## config.mk

```make
export PLATFORM = sky130hd
export DESIGN_NAME = stepper_axis_driver
export DESIGN_NICKNAME = d
export VERILOG_FILES = /design/src/rtl/motion_pkg.sv /design/src/rtl/stepper_axis_channel.sv /design/src/rtl/stepper_axis_driver.sv
export SDC_FILE = /design/constraint.sdc
export NUM_CORES = 1
export LEC_CHECK = 0
export BUFFER_PORTS_ARGS = -buffer_cell sky130_fd_sc_hd__buf_2
export CORE_AREA = 2 2 94 96
export DETAILED_ROUTE_END_ITERATION = 8
export DIE_AREA = 0 0 96 98
export PLACE_DENSITY = 0.8
export SLEW_MARGIN = 0
export SYNTH_ARGS = -nofsm -noshare
export SYNTH_HDL_FRONTEND = slang
export SYNTH_SLANG_ARGS = --single-unit
```

## constraint.sdc

```tcl
create_clock -name clk -period 2.6 [get_ports clk]
set_input_delay 0.26 -clock clk [delete_from_list [all_inputs] [get_ports clk]]
set_output_delay 0.26 -clock clk [all_outputs]
set_load 0.01 [all_outputs]
```

## src/rtl/motion_pkg.sv

```systemverilog
// ============================================================================
// motion_pkg : direction codes, angle constants and axis state encoding
//              shared by the motion controller and the stepper driver.
// Revision   : 1.0
// ============================================================================
`default_nettype none

package motion_pkg;

    localparam logic [1:0] DIR_STOP = 2'b00;
    localparam logic [1:0] DIR_NEG  = 2'b01;
    localparam logic [1:0] DIR_POS  = 2'b10;
    localparam logic [1:0] DIR_ILL  = 2'b11;

    localparam int DEG_FULL = 360;
    localparam int ANGLE_W  = 9;

    typedef enum logic [1:0] {
        AX_IDLE     = 2'd0,
        AX_SETUP    = 2'd1,
        AX_PULSE_HI = 2'd2,
        AX_PULSE_LO = 2'd3
    } axis_state_e;

    function automatic logic [ANGLE_W-1:0] angle_inc(input logic [ANGLE_W-1:0] a);
        return (a == ANGLE_W'(DEG_FULL - 1)) ? '0 : a + ANGLE_W'(1);
    endfunction

    function automatic logic [ANGLE_W-1:0] angle_dec(input logic [ANGLE_W-1:0] a);
        return (a == '0) ? ANGLE_W'(DEG_FULL - 1) : a - ANGLE_W'(1);
    endfunction

endpackage

`default_nettype wire

```

## src/rtl/stepper_axis_channel.sv

```systemverilog
// ============================================================================
// stepper_axis_channel : one stepper axis - step/dir timing FSM plus
//                        sub-step and 0..359 degree angle counters.
// Revision             : 1.0
// ============================================================================
`default_nettype none

module stepper_axis_channel
    import motion_pkg::*;
#(
    parameter int STEP_PERIOD   = 50000,
    parameter int PULSE_W       = 100,
    parameter int SETUP_CYC     = 20,
    parameter int STEPS_PER_DEG = 8
) (
    input  logic               clk,
    input  logic               rst_n,
    input  logic [1:0]         cmd_i,
    input  logic               zero_i,
    output logic               step_o,
    output logic               dir_o,
    output logic [ANGLE_W-1:0] angle_o,
    output logic               busy_o,
    output logic               ill_o
);

    localparam int TMAX = (SETUP_CYC > STEP_PERIOD) ? SETUP_CYC : STEP_PERIOD;
    localparam int TW   = $clog2(TMAX);
    localparam int SW   = (STEPS_PER_DEG > 1) ? $clog2(STEPS_PER_DEG) : 1;

    localparam logic [TW-1:0] C_SETUP_LD = TW'(SETUP_CYC - 1);
    localparam logic [TW-1:0] C_HI_LD    = TW'(PULSE_W - 1);
    localparam logic [TW-1:0] C_LO_LD    = TW'(STEP_PERIOD - PULSE_W - 1);
    localparam logic [SW-1:0] C_SUB_MAX  = SW'(STEPS_PER_DEG - 1);

    axis_state_e        state_q, state_d;
    logic [TW-1:0]      timer_q, timer_d;
    logic               step_q, step_d;
    logic               dir_q, dir_d;
    logic [SW-1:0]      sub_q, sub_d;
    logic [ANGLE_W-1:0] angle_q, angle_d;
    logic [1:0]         cmd_q;

    logic w_cmd_pos;
    logic w_cmd_neg;
    logic w_cmd_ill;
    logic w_tmr_zero;
    logic w_adv;
    logic w_ill;

    assign w_cmd_pos  = (cmd_q == DIR_POS);
    assign w_cmd_neg  = (cmd_q == DIR_NEG);
    assign w_cmd_ill  = (cmd_q == DIR_ILL);
    assign w_tmr_zero = (timer_q == '0);

    always_ff @(posedge clk) begin
        if (!rst_n) begin
            state_q <= AX_IDLE;
            timer_q <= '0;
            step_q  <= 1'b0;
            dir_q   <= 1'b0;
            sub_q   <= '0;
            angle_q <= '0;
            cmd_q   <= DIR_STOP;
        end else begin
            state_q <= state_d;
            timer_q <= timer_d;
            step_q  <= step_d;
            dir_q   <= dir_d;
            sub_q   <= sub_d;
            angle_q <= angle_d;
            cmd_q   <= cmd_i;
        end
    end

    // Command is only looked at in IDLE and at the end of PULSE_LO, so a
    // started step always runs its full period.
    always_comb begin
        state_d = state_q;
        timer_d = timer_q;
        step_d  = step_q;
        dir_d   = dir_q;
        w_adv   = 1'b0;
        w_ill   = 1'b0;
        case (state_q)
            AX_IDLE: begin
                w_ill = w_cmd_ill;
                if (w_cmd_pos || w_cmd_neg) begin
                    dir_d   = w_cmd_pos;
                    timer_d = C_SETUP_LD;
                    state_d = AX_SETUP;
                end
            end
            AX_SETUP: begin
                if (w_tmr_zero) begin
                    step_d  = 1'b1;
                    w_adv   = 1'b1;
                    timer_d = C_HI_LD;
                    state_d = AX_PULSE_HI;
                end else begin
                    timer_d = timer_q - TW'(1);
                end
            end
            AX_PULSE_HI: begin
                if (w_tmr_zero) begin
                    step_d  = 1'b0;
                    timer_d = C_LO_LD;
                    state_d = AX_PULSE_LO;
                end else begin
                    timer_d = timer_q - TW'(1);
                end
            end
            AX_PULSE_LO: begin
                if (w_tmr_zero) begin
                    w_ill = w_cmd_ill;
                    if ((w_cmd_pos || w_cmd_neg) && (w_cmd_pos == dir_q)) begin
                        step_d  = 1'b1;
                        w_adv   = 1'b1;
                        timer_d = C_HI_LD;
                        state_d = AX_PULSE_HI;
                    end else if (w_cmd_pos || w_cmd_neg) begin
                        dir_d   = w_cmd_pos;
                        timer_d = C_SETUP_LD;
                        state_d = AX_SETUP;
                    end else begin
                        state_d = AX_IDLE;
                    end
                end else begin
                    timer_d = timer_q - TW'(1);
                end
            end
            default: begin
                state_d = AX_IDLE;
            end
        endcase
    end

    // Home strobe overrides any position update landing on the same edge.
    always_comb begin
        sub_d   = sub_q;
        angle_d = angle_q;
        if (zero_i) begin
            sub_d   = '0;
            angle_d = '0;
        end else if (w_adv) begin
            if (dir_q) begin
                if (sub_q == C_SUB_MAX) begin
                    sub_d   = '0;
                    angle_d = angle_inc(angle_q);
                end else begin
                    sub_d = sub_q + SW'(1);
                end
            end else begin
                if (sub_q == '0) begin
                    sub_d   = C_SUB_MAX;
                    angle_d = angle_dec(angle_q);
                end else begin
                    sub_d = sub_q - SW'(1);
                end
            end
        end
    end

    always_comb begin
        busy_o  = (state_q != AX_IDLE);
        step_o  = step_q;
        dir_o   = dir_q;
        angle_o = angle_q;
        ill_o   = w_ill;
    end

endmodule

`default_nettype wire

```

## src/rtl/stepper_axis_driver.sv

```systemverilog
// ============================================================================
// stepper_axis_driver : dual-axis (teta/fi) stepper driver with shared sticky
//                       illegal-command flag.
// Revision            : 1.0
// ============================================================================
`default_nettype none

module stepper_axis_driver
    import motion_pkg::*;
#(
    parameter int STEP_PERIOD   = 50000,
    parameter int PULSE_W       = 100,
    parameter int SETUP_CYC     = 20,
    parameter int STEPS_PER_DEG = 8
) (
    input  logic        clk,
    input  logic        rst_n,
    input  logic [1:0]  S_out_teta,
    input  logic [1:0]  S_out_fi,
    input  logic        zero_teta,
    input  logic        zero_fi,
    output logic        step_teta,
    output logic        step_fi,
    output logic        dir_teta,
    output logic        dir_fi,
    output logic [15:0] teta_actual,
    output logic [15:0] fi_actual,
    output logic        busy_teta,
    output logic        busy_fi,
    output logic        cmd_err
);

    logic [ANGLE_W-1:0] w_teta_angle;
    logic [ANGLE_W-1:0] w_fi_angle;
    logic               w_teta_ill;
    logic               w_fi_ill;
    logic               cmd_err_q;

    stepper_axis_channel #(
        .STEP_PERIOD   (STEP_PERIOD),
        .PULSE_W       (PULSE_W),
        .SETUP_CYC     (SETUP_CYC),
        .STEPS_PER_DEG (STEPS_PER_DEG)
    ) u_teta (
        .clk     (clk),
        .rst_n   (rst_n),
        .cmd_i   (S_out_teta),
        .zero_i  (zero_teta),
        .step_o  (step_teta),
        .dir_o   (dir_teta),
        .angle_o (w_teta_angle),
        .busy_o  (busy_teta),
        .ill_o   (w_teta_ill)
    );

    stepper_axis_channel #(
        .STEP_PERIOD   (STEP_PERIOD),
        .PULSE_W       (PULSE_W),
        .SETUP_CYC     (SETUP_CYC),
        .STEPS_PER_DEG (STEPS_PER_DEG)
    ) u_fi (
        .clk     (clk),
        .rst_n   (rst_n),
        .cmd_i   (S_out_fi),
        .zero_i  (zero_fi),
        .step_o  (step_fi),
        .dir_o   (dir_fi),
        .angle_o (w_fi_angle),
        .busy_o  (busy_fi),
        .ill_o   (w_fi_ill)
    );

    always_ff @(posedge clk) begin
        if (!rst_n) begin
            cmd_err_q <= 1'b0;
        end else if (w_teta_ill || w_fi_ill) begin
            cmd_err_q <= 1'b1;
        end
    end

    assign teta_actual = {{(16-ANGLE_W){1'b0}}, w_teta_angle};
    assign fi_actual   = {{(16-ANGLE_W){1'b0}}, w_fi_angle};
    assign cmd_err     = cmd_err_q;

endmodule

`default_nettype wire

```

## Word level (Yosys, flattened, before mapping)

Index checks and enable logic that the tools add are counted.

- Output and inout port bits: 39
- Bits of input ports: 8
- Register bits: 69

- Bitwise operators: 1
- Add/subtract/negate cells: 10
- Equality and inequality tests: 32
- Muxes and demuxes: 72
- Reduce and logical (&&, ||, !) cells: 31

Operators with widths:

| operator | number |
|---|---|
| 16-bit two-way mux | 10 |
| 16-bit one-hot mux with 4 select lines | 2 |
| 9-bit two-way mux | 10 |
| 16-bit zero test | 2 |
| 16-bit by 1-bit subtractor with 16-bit output, second input constant | 2 |
| 1-bit two-way mux | 24 |
| 2-bit two-way mux | 10 |
| 2-bit by 1-bit inequality test with 1-bit output, second input constant | 10 |
| 9-bit by 1-bit adder with 9-bit output, second input constant | 2 |
| 9-bit == test, second input constant | 2 |
| 9-bit zero test | 2 |
| 3-bit two-way mux | 6 |
| 9-bit by 1-bit subtractor with 9-bit output, second input constant | 2 |
| 2-bit == test, second input constant | 8 |
| 2-bit one-hot mux with 4 select lines | 2 |
| 1-bit one-hot mux with 2 select lines | 6 |
| 3-bit AND reduction | 4 |
| 2-bit nonzero test | 6 |
| 5-bit AND reduction | 2 |
| 2-bit by 1-bit == test with 1-bit output, second input constant | 4 |
| 2-bit inequality test, second input constant | 4 |
| 4-bit AND reduction | 2 |
| 3-bit by 1-bit adder with 3-bit output, second input constant | 2 |
| 3-bit == test, second input constant | 2 |
| 10 further kinds | 20 |

## Longest topological paths before layout

Gate-level depths: netlist of the first run.

- Depth in word-level cells: 7
- Depth in mapped cells: 9
- Gate-level depth less buffers: 7

## By module

From an unflattened synthesis of the first run, not the netlist that was laid out.

- Cells, all modules: 618
- Area total of the unflattened synthesis: 4939.7 um^2

Modules (own cells, without submodules):

| module | cells each | area an instance (um^2) | times used |
|---|---|---|---|
| stepper_axis_channel at u_teta | 305 | 2419.8 | 1 |
| stepper_axis_channel at u_fi | 296 | 2382.3 | 1 |
| stepper_axis_driver | 17 | 137.6 | 1 |

## Worst setup path before layout of the first run

OpenSTA, ideal clock, no wires.

- Kind: reg2reg
- From: register u_fi.timer_q[6]
- To: register u_fi.state_q[1]
- Setup slack: 0.306 ns
- Period minus slack after synthesis: 2.294 ns
- Path buffers: 3
- Data arrival time: 2.153 ns
- Cell stages (with the launch flop): 9
- Cells stage by stage: dfxtp_1 -> buf_6 -> or4_1 -> buf_2 -> or4_4 -> buf_6 -> a22oi_4 -> nor4b_2 -> a2111oi_2

- Cells in the longest elaborated chain, start to end: 3
- Elaborated cells between the ends (all ways): 5

Ends and longest elaborated chain:

| item | RTL line | text |
|---|---|---|
| from (decl) | stepper_axis_channel.sv:37 | `logic [TW-1:0] timer_q, timer_d;` |
| from (signal assigned) | stepper_axis_channel.sv:67 | `timer_q <= timer_d;` |
| 16-bit zero test (*) | stepper_axis_channel.sv:54 | `assign w_tmr_zero = (timer_q == '0);` |
| 2-bit by 1-bit inequality test with 1-bit output (no source line) | - |  |
| 4-bit AND reduction (no source line) (*) | - |  |
| to (signal assigned) | stepper_axis_channel.sv:66 | `state_q <= state_d;` |
| to (decl) | stepper_axis_channel.sv:36 | `axis_state_e state_q, state_d;` |

Every way passes the cells marked *; elsewhere a longest branch is shown, timed or not.
A chain may end at the register's enable or synchronous reset.

## Worst setup path in the final report of the first run

- From: register u_teta.timer_q[8]
- To: register u_teta.timer_q[15]

- Cells in the longest elaborated chain, start to end: 3
- Elaborated cells between the ends (all ways): 6

Ends and longest elaborated chain:

| item | RTL line | text |
|---|---|---|
| from (decl) | stepper_axis_channel.sv:37 |  |
| from (signal assigned) | stepper_axis_channel.sv:67 |  |
| 16-bit by 1-bit subtractor with 16-bit output or 16-bit zero test (tied branches) | - |  |
| 16-bit two-way mux, on equally long branches | stepper_axis_channel.sv:114, stepper_axis_channel.sv:95, stepper_axis_channel.sv:105 |  |
| 16-bit one-hot mux with 4 select lines (*) | stepper_axis_channel.sv:85 | `case (state_q)` |

Marked as above.

==> results of run 1 <==
[repair_timing]
action,in CTS,in global routing
hold buffers,0,0
hold endpoints to repair,0,0
setup endpoints to repair,0,3
setup buffers,0,0
gates resized for setup,0,2
[synth_stat cells (6+ instances only)]
cell type | n | area [um^2]
buf_4 | 14 | 105.1
a31oi_1 | 14 | 87.58
o21ai_0 | 28 | 140.1
nand3_1 | 23 | 115.1
nor4_1 | 9 | 56.30
a21oi_1 | 47 | 235.2
or4_1 | 8 | 60.06
mux2i_1 | 6 | 60.06
clkbuf_1 | 26 | 97.59
and2_1 | 10 | 62.56
nand4_1 | 7 | 43.79
or3_1 | 16 | 100.1
nor2_1 | 46 | 172.7
a21o_1 | 8 | 60.06
nand2_1 | 47 | 176.4
o21a_1 | 7 | 52.55
inv_1 | 30 | 112.6
nor3_1 | 23 | 115.1
nand2b_1 | 11 | 68.82
a211oi_1 | 10 | 75.07
and3_1 | 9 | 56.30
dfxtp_1 | 69 | 1381
ha_1 | 28 | 350.3
xnor2_1 | 7 | 61.31
[worst reg2reg max path, cell delays in order (launching register included)]
cell and delay [ns]:
dfxtp_1 0.35, or3_1 0.48, or4_4 0.48, buf_4 0.21, o31ai_2 0.48, a2111oi_0 0.18, o22a_1 0.23
[how the worst max path moves through the flow]
stage | from | cells after the start | endpoint
5_1_grt | u_teta.timer_q[8]$_SDFF_PN0_ | 6 | u_teta.state_q[1]$_SDFFE_PN0P_
6_report | u_teta.timer_q[8]$_SDFF_PN0_ | 6 | u_teta.timer_q[15]$_SDFF_PN0_
4_1_cts | u_fi.timer_q[0]$_SDFF_PN0_ | 7 | u_fi.timer_q[9]$_SDFF_PN0_
3_5_place_dp | u_fi.timer_q[0]$_SDFF_PN0_ | 7 | u_fi.timer_q[9]$_SDFF_PN0_
3_3_place_gp | u_teta.timer_q[8]$_SDFF_PN0_ | 6 | u_teta.timer_q[15]$_SDFF_PN0_
2_1_floorplan | u_fi.timer_q[6]$_SDFF_PN0_ | 8 | u_fi.state_q[1]$_SDFFE_PN0P_
[per-layer routing]
metal,vias to the layer above,wire (um)
met5,-,0
li1,2387,-
met2,168,5935
met4,0,182
met1,2352,5308
met3,19,724
[report_power, final]
group          leakage, nW  internal (mW)  switching [mW]
combinational         1.62           1.78            2.63
sequential           0.561           1.30           0.301
clock               0.0964          0.467           0.424
[flip-flops by register name, summed over array words and instances, names as in the netlist]
signal          count
u_teta.cmd_q        2
u_fi.angle_o        9
u_fi.timer_q       16
cmd_err             1
u_teta.angle_o      9
u_teta.state_q      2
u_fi.step_o         1
u_teta.sub_q        3
u_fi.sub_q          3
u_teta.dir_o        1
u_fi.state_q        2
u_teta.step_o       1
u_teta.timer_q     16
u_fi.cmd_q          2
u_fi.dir_o          1
[cell type report]
class | instances | area (um^2) | area share [%]
Inverter | 30 | 112.6 | 2.074
Sequential cell | 69 | 1381 | 25.44
Clock inverter | 4 | 47.55 | 0.8756
Tap cell | 108 | 135.1 | 2.488
Multi-Input combinational cell | 495 | 3268 | 60.18
Clock buffer | 12 | 145.1 | 2.673
Timing Repair Buffer | 56 | 340.3 | 6.267
[logic make-up after synthesis]
group | synth area share (%)
XOR/XNOR | 1.766
other | 0.07559
multiplexers | 1.892
AND/OR/NAND/NOR | 27.24
flip-flops | 27.84
adder cells (fa/ha/maj) | 7.062
buffers and inverters | 7.389
AO/OA/AOI/OAI | 26.73
==> results.json, run 1 <==
{
  "power_mw": 6.893,
  "cts-root-buf": "clkbuf_8",
  "grt_pass1_vias": 4595,
  "worst_slack_ns": 0.1076,
  "syn_to_final_growth_pct": 9.458,
  "yosys_register_bits": 69,
  "final-setup-viol-count": 0,
  "grtUsageMet3_pct": 4.784,
  "final_common_cell": "dfxtp_1",
  "final_core_util_pct": 64.14,
  "dp_cells": 758,
  "skew_ns": 0.01390,
  "ant_nets": 0,
  "htreeDepth": 3,
  "grt_max_degree": 21,
  "initial_core_util_pct": 58.60,
  "vias_per_cell": 6.364,
  "synth_edf_count": 0,
  "io_buffer_count": 32,
  "die_w_um": 96,
  "drt_iter0_drc": 247,
  "clk_pin_slew_worst_paths_ns": 0.07,
  "required_ns": 2.85,
  "clk_path_buf_depth": 2,
  "core_um2": 8466,
  "layout.cells.non_filler": 774,
  "critPathMaxStageDelay_ns": 0.48,
  "syn_inst": 629,
  "peakVddDrop_v": 0.0009962,
  "p_leak_nw": 2.277,
  "ys_seq_area_share_pct": 27.84,
  "die_area_um2": 9408,
  "worstHoldStart": "S_out_fi[0]",
  "dp_hpwl_um": 8785,
  "cts.sinks": 69,
  "grt-ovfl-total": 0,
  "synth_flop_cell": "dfxtp_1",
  "grtUsageTotal_pct": 26.96,
  "crit_type": "register to register",
  "wl_per_cell_um": 15.70,
  "final_layout_size_suffix_gt1_share_pct": 15.62,
  "min_period_over_period_pct": 95.86,
  "drc_errors": 0,
  "tightestPinTransition_ns": 0.6795,
  "r2r_setup_slack_ns": 0.11,
  "fin_crit_ns": 2.492,
  "path_buf_inv": 1,
  "fill_cells": 729,
  "ys_warn_count": 0,
  "reg2reg_depth": 6,
  "start_kind": "register",
  "wl_um": 12150,
  "vias": 4926,
  "holdPathStages": 2,
  "final_nets": 697,
  "place_area_um2": 5231,
  "grtUsageMet2_pct": 43.16,
  "antenna_found_initial": 0,
  "finalInstanceArea_um2": 5430,
  "grt_pass1_wl_um": 20700,
  "synthArstFlopShare_pct": 0,
  "post-place-ws_ns": 0.1396,
  "rows": 34,
  "holdWs_ns": 0.1043,
  "r2r_end": "u_teta.timer_q[15]$_SDFF_PN0_",
  "numCtsBuffers": 9,
  "worst_setup_path_end_kind": "register",
  "status": "completed",
  "relSlewSlack_pct": 54.31,
  "drv_slew": 0,
  "final_cell_mix": "69 x dfxtp_1, 47 x a21oi_1, 47 x nand2_1, 46 x nor2_1, 32 x buf_2",
  "rsz0062_at_grt": "false",
  "holdPathEnd": "u_fi.cmd_q[0]$_SDFF_PN0_",
  "cts_tree": "built",
  "reg2reg_from": "u_teta.timer_q[8]$_SDFF_PN0_",
  "synth.avg_cell_area_um2": 7.887,
  "fmax_mhz": 401.2,
  "synth.distinct_cells": 77,
  "gp_congestion": 0.9334,
  "max_cap_violations": 0,
  "cp_slowest_cell": "or3_1",
  "finalHoldViolations": 0,
  "top_usage_layer": "met2",
  "syn-cell-area_um2": 4961,
  "n_antenna_cell": 0,
  "dr.pass1.iters": 5,
  "fin_setup_tns_ns": 0,
  "path_cells": "or3_1, or4_4, buf_4, o31ai_2, a2111oi_0, o22a_1",
  "fp.dieH_um": 98,
  "crit_arrival_ns": 2.74,
  "grtUsageMet1_pct": 35.35,
  "io_pins": 47,
  "worstPathMaxFanout": 12,
  "path_delay_family": "simple AND/OR/NAND/NOR gates",
  "power_density_nw_per_um2": 1269,
  "hp-class": "input port to register",
  "clk_latency_ns": 0.37
}
Power figures use the tool's default switching activity.
==> run 2, diff against run 1 <==
==> constraint.sdc (replaced) <==
create_clock -name clk -period 2.6 [get_ports clk]
set_input_delay 0.52 -clock clk [delete_from_list [all_inputs] [get_ports clk]]
set_output_delay 0.52 -clock clk [all_outputs]
set_load 0.01 [all_outputs]
==> results.json, run 2 (synthesis results as in run 1) <==
{
  "grtUsageTotal_pct": 27.55,
  "vias": 4993,
  "rsz0062_at_grt": "false",
  "status": "completed",
  "postCtsSetupBuffers": 0,
  "cp.depth": 6,
  "fill_cells": 736,
  "htreeDepth": 3,
  "path_buf_inv": 1,
  "crit_type": "register to register",
  "io_buffer_count": 32,
  "cts-root-buf": "clkbuf_8",
  "grt_pass1_wl_um": 21170,
  "power.net_switching_mw": 3.379,
  "cts_hold_buf": 0,
  "holdPathStages": 2,
  "hp-class": "input port to register",
  "final-setup-viol-count": 0,
  "skew_ns": 0.01057,
  "largestRegisters": "u_fi.timer_q x16, u_teta.timer_q x16",
  "fin_crit_ns": 2.490,
  "clock_power_share_pct": 12.1,
  "wl_per_cell_um": 16.17,
  "cts_tree": "built",
  "fmax_mhz": 401.7,
  "fp.dieH_um": 98,
  "tightestPinTransition_ns": 0.6801,
  "fin_setup_tns_ns": 0,
  "cp_slowest_cell": "or4_1",
  "die_w_um": 96,
  "initial_core_util_pct": 58.60,
  "relSlewSlack_pct": 54.18,
  "p_leak_nw": 2.257,
  "drv_slew": 0,
  "n_antenna_cell": 0,
  "vias_per_cell": 6.476,
  "drc_errors": 0,
  "peakVddDrop_v": 0.0008653,
  "numCtsBuffers": 9,
  "final_cell_mix": "69 x dfxtp_1, 47 x a21oi_1, 47 x nand2_1, 46 x nor2_1, 32 x buf_2",
  "die_area_um2": 9408,
  "final_core_util_pct": 63.70,
  "final_layout_size_suffix_gt1_share_pct": 15.38,
  "worstPathMaxFanout": 8,
  "wl_um": 12470,
  "power_mw": 6.818,
  "path_cells": "or4_1, nor4_2, buf_4, o21ai_0, and3_1, a221o_1",
  "final-seq-area_um2": 1381,
  "dp_hpwl_um": 8929,
  "rows": 34,
  "finalHoldViolations": 0,
  "final_nets": 694,
  "critPathMaxStageDelay_ns": 0.66,
  "grt_max_degree": 21,
  "ant_nets": 0,
  "clk_latency_ns": 0.36,
  "p_sw_share_pct": 49.55,
  "power_density_nw_per_um2": 1264,
  "start_kind": "register",
  "crit_arrival_ns": 2.73,
  "drt_iter0_drc": 353,
  "gp_congestion": 0.9102,
  "min_period_over_period_pct": 95.76,
  "clk_pin_slew_worst_paths_ns": 0.07,
  "final_common_cell": "dfxtp_1",
  "worst_setup_path_end_kind": "register",
  "cts_resized": 0,
  "reg2reg_depth": 6,
  "multiInputGateArea_um2": 3268,
  "antenna_found_initial": 0,
  "max_cap_violations": 0,
  "cts.sinks": 69,
  "seq_power_share_pct": 23.5,
  "grt_pass1_vias": 4696,
  "comb_power_share_pct": 64.5,
  "io_pins": 47,
  "internal-power_mw": 3.439,
  "clk_path_buf_depth": 2,
  "dr.pass1.iters": 5,
  "grt-ovfl-total": 0,
  "syn_to_final_growth_pct": 8.701,
  "core_um2": 8466,
  "required_ns": 2.84,
  "path_delay_family": "simple AND/OR/NAND/NOR gates"
}
==> run 2: power groups by stage <==
stage / clock [mW] / combinational, mW / sequential [mW]
final: 0.823 / 4.39 / 1.60
after CTS: 0.830 / 4.29 / 1.59
after global routing: 0.878 / 4.84 / 1.64
after floorplan: 0 / 3.27 / 1.53
after detailed placement: 0 / 4.27 / 1.61
after global placement: 0 / 4.13 / 1.59
==> run 2: area by class of cell <==
cell class              instances  area share, %
flip-flops and latches         69          25.61
well taps                     108          2.506
multi-input cells             495          60.60
repair buffers                 53          5.893
clock inverters                 4         0.4176
clock buffers                  12          2.877
inverters                      30          2.088
==> run 2: worst paths after layout <==
check                           slack (ns)                      endpoint                    startpoint
worst min-delay path                  0.37      u_fi.cmd_q[1]$_SDFF_PN0_                   S_out_fi[1]
worst min register to register        0.46  u_teta.timer_q[5]$_SDFF_PN0_  u_teta.timer_q[5]$_SDFF_PN0_
worst max-delay path                  0.11    u_fi.timer_q[9]$_SDFF_PN0_    u_fi.timer_q[6]$_SDFF_PN0_
worst max register to register        0.11    u_fi.timer_q[9]$_SDFF_PN0_    u_fi.timer_q[6]$_SDFF_PN0_
==> run 2: per-stage QoR <==
stage,setup WS [ns],hold WS [ns],cells,cell area (um^2)
finish,0.1103,0.3689,771,5393
global route,0.04014,0.3768,771,5393
CTS,0.1030,0.3640,771,5386
detailed placement,0.1523,0.4516,755,5209
global placement,0.2457,0.4471,755,5209
floorplan,0.3062,0.4271,642,5010
==> run 2: worst register-to-register path, cell delays in order (launching register included) <==
cell and delay [ns]:
dfxtp_1 0.38, or4_1 0.66, nor4_2 0.38, buf_4 0.19
o21ai_0 0.26, and3_1 0.28, a221o_1 0.25
==> run 2: per-layer routing <==
layer / GRT usage [%] / up-vias / part of all wire (%)
met5: 0 / - / 0
met4: 11.43 / 0 / 1.9
met3: 3.935 / 26 / 6.2
met2: 45.73 / 220 / 49
met1: 35.37 / 2359 / 43
li1: - / 2388 / -
==> run 3, diff against run 2 <==
- MAX_ROUTING_LAYER: not set -> met4
==> results.json, run 3 (synthesis results as in run 1) <==
{
  "final_layout_size_suffix_gt1_share_pct": 15.23,
  "grtUsageTotal_pct": 27.64,
  "antenna_found_initial": 0,
  "place_area_um2": 5224,
  "power_mw": 6.848,
  "ant_nets": 0,
  "die_area_um2": 9408,
  "drc_errors": 0,
  "htreeDepth": 3,
  "grt_max_degree": 21,
  "reg2reg_depth": 6,
  "required_ns": 2.83,
  "io_pins": 47,
  "fin_setup_tns_ns": 0,
  "tightestPinTransition_ns": 0.7010,
  "grt_pass1_vias": 4602,
  "holdPathStages": 2,
  "die_w_um": 96,
  "fmax_mhz": 411.3,
  "drv_slew": 0,
  "power_density_nw_per_um2": 1266,
  "path_delay_family": "simple AND/OR/NAND/NOR gates",
  "path_buf_inv": 1,
  "rows": 34,
  "path_cells": "or4_1, nor4_2, buf_4, o21ai_0, and3_1, a221o_1",
  "peakVddDrop_v": 0.0008756,
  "syn_to_final_growth_pct": 9.054,
  "final_cell_mix": "69 x dfxtp_1, 47 x a21oi_1, 47 x nand2_1, 46 x nor2_1, 32 x buf_2",
  "skew_ns": 0.01327,
  "crit_type": "register to register",
  "r2r_end": "u_fi.timer_q[9]$_SDFF_PN0_",
  "fp.dieH_um": 98,
  "gp_congestion": 0.9346,
  "worstPathMaxFanout": 8,
  "reg2reg_from": "u_fi.timer_q[6]$_SDFF_PN0_",
  "cts_tree": "built",
  "hp-class": "input port to register",
  "core_um2": 8466,
  "largestRegisters": "u_fi.timer_q x16, u_teta.timer_q x16",
  "clk_latency_ns": 0.35,
  "finalHoldViolations": 0,
  "min_period_over_period_pct": 93.52,
  "wl_um": 12280,
  "cp_slowest_cell": "or4_1",
  "relSlewSlack_pct": 52.06,
  "drt_iter0_drc": 231,
  "start_kind": "register",
  "dr.pass1.iters": 5,
  "grt_pass1_wl_um": 20670,
  "postCtsSetupBuffers": 0,
  "vias": 4927,
  "dp_hpwl_um": 8799,
  "numCtsBuffers": 9,
  "wl_per_cell_um": 15.92,
  "p_leak_nw": 2.268,
  "final_common_cell": "dfxtp_1",
  "final-setup-viol-count": 0,
  "vias_per_cell": 6.390,
  "status": "completed",
  "final_core_util_pct": 63.91,
  "clk_path_buf_depth": 2,
  "initial_core_util_pct": 58.60,
  "r2r_setup_slack_ns": 0.17,
  "final_nets": 696,
  "crit_arrival_ns": 2.67,
  "fin_crit_ns": 2.432,
  "holdPathEnd": "u_fi.cmd_q[0]$_SDFF_PN0_",
  "n_antenna_cell": 0,
  "cts-root-buf": "clkbuf_8",
  "worst_setup_path_end_kind": "register",
  "max_cap_violations": 0,
  "io_buffer_count": 32,
  "finalInstanceArea_um2": 5410,
  "grt-ovfl-total": 0,
  "worstHoldStart": "S_out_fi[0]",
  "clk_pin_slew_worst_paths_ns": 0.07,
  "critPathMaxStageDelay_ns": 0.65,
  "cts.sinks": 69
}
==> run 3: worst max-delay path by stage <==
stage	cells after the start	slack, ns	start	endpoint
2_1_floorplan	8	0.31	u_fi.timer_q[6]$_SDFF_PN0_	u_fi.state_q[1]$_SDFFE_PN0P_
3_3_place_gp	6	0.25	u_fi.timer_q[6]$_SDFF_PN0_	u_fi.timer_q[9]$_SDFF_PN0_
3_5_place_dp	6	0.15	u_fi.timer_q[6]$_SDFF_PN0_	u_fi.timer_q[9]$_SDFF_PN0_
4_1_cts	6	0.15	u_fi.timer_q[6]$_SDFF_PN0_	u_fi.timer_q[9]$_SDFF_PN0_
5_1_grt	6	-0.02	u_fi.timer_q[6]$_SDFF_PN0_	u_fi.timer_q[9]$_SDFF_PN0_
6_report	6	0.17	u_fi.timer_q[6]$_SDFF_PN0_	u_fi.timer_q[9]$_SDFF_PN0_
==> run 3: cell type report <==
class | instances | area [um^2]
clock buffer | 12 | 145.1
clock inverter | 2 | 35.03
fill | 749 | 3055
inverter | 30 | 112.6
multi-input combinational | 495 | 3268
sequential | 69 | 1381
tap | 108 | 135.1
timing repair buffer | 55 | 332.8
==> run 3: timing repair <==
action / in CTS / in global routing
hold buffers: 0 / 0
endpoints found under the setup margin: 0 / 1
resized for setup: 0 / 1
hold endpoints to repair: 0 / 0
==> run 3: metal layers <==
metal / track usage (%) / vias to the layer above / wire length (um)
met1: 34.49 / 2334 / 5220
met3: 4.784 / 26 / 785
met5: - / - / 0
met4: 12.42 / 0 / 275
li1: - / 2384 / -
met2: 43.27 / 183 / 5996
==> run 3: worst register-to-register path, delay by kind of cell (launching register included) <==
| kind | cells | cell delay [ns] |
|---|---|---|
| AOI/OAI and AO/OA | 2 | 0.48 |
| and+or+nand+nor | 3 | 1.29 |
| buffers and inverters | 1 | 0.19 |
| DFF | 1 | 0.38 |
==> run 3: stage by stage <==
step	setup slack, ns	hold slack, ns	std cells
floorplan	0.3062	0.4271	642
global placement	0.2484	0.4469	757
detailed placement	0.1476	0.4593	757
CTS	0.1531	0.3700	771
global route	-0.01575	0.3755	771
finish	0.1685	0.3795	771
==> run 3: where the power goes <==
part / internal (mW) / switching (mW) / total (mW) / leakage, nW
combinational: 1.75 / 2.64 / 4.40 / 1.61
sequential: 1.30 / 0.291 / 1.59 / 0.561
clock: 0.459 / 0.401 / 0.860 / 0.0923
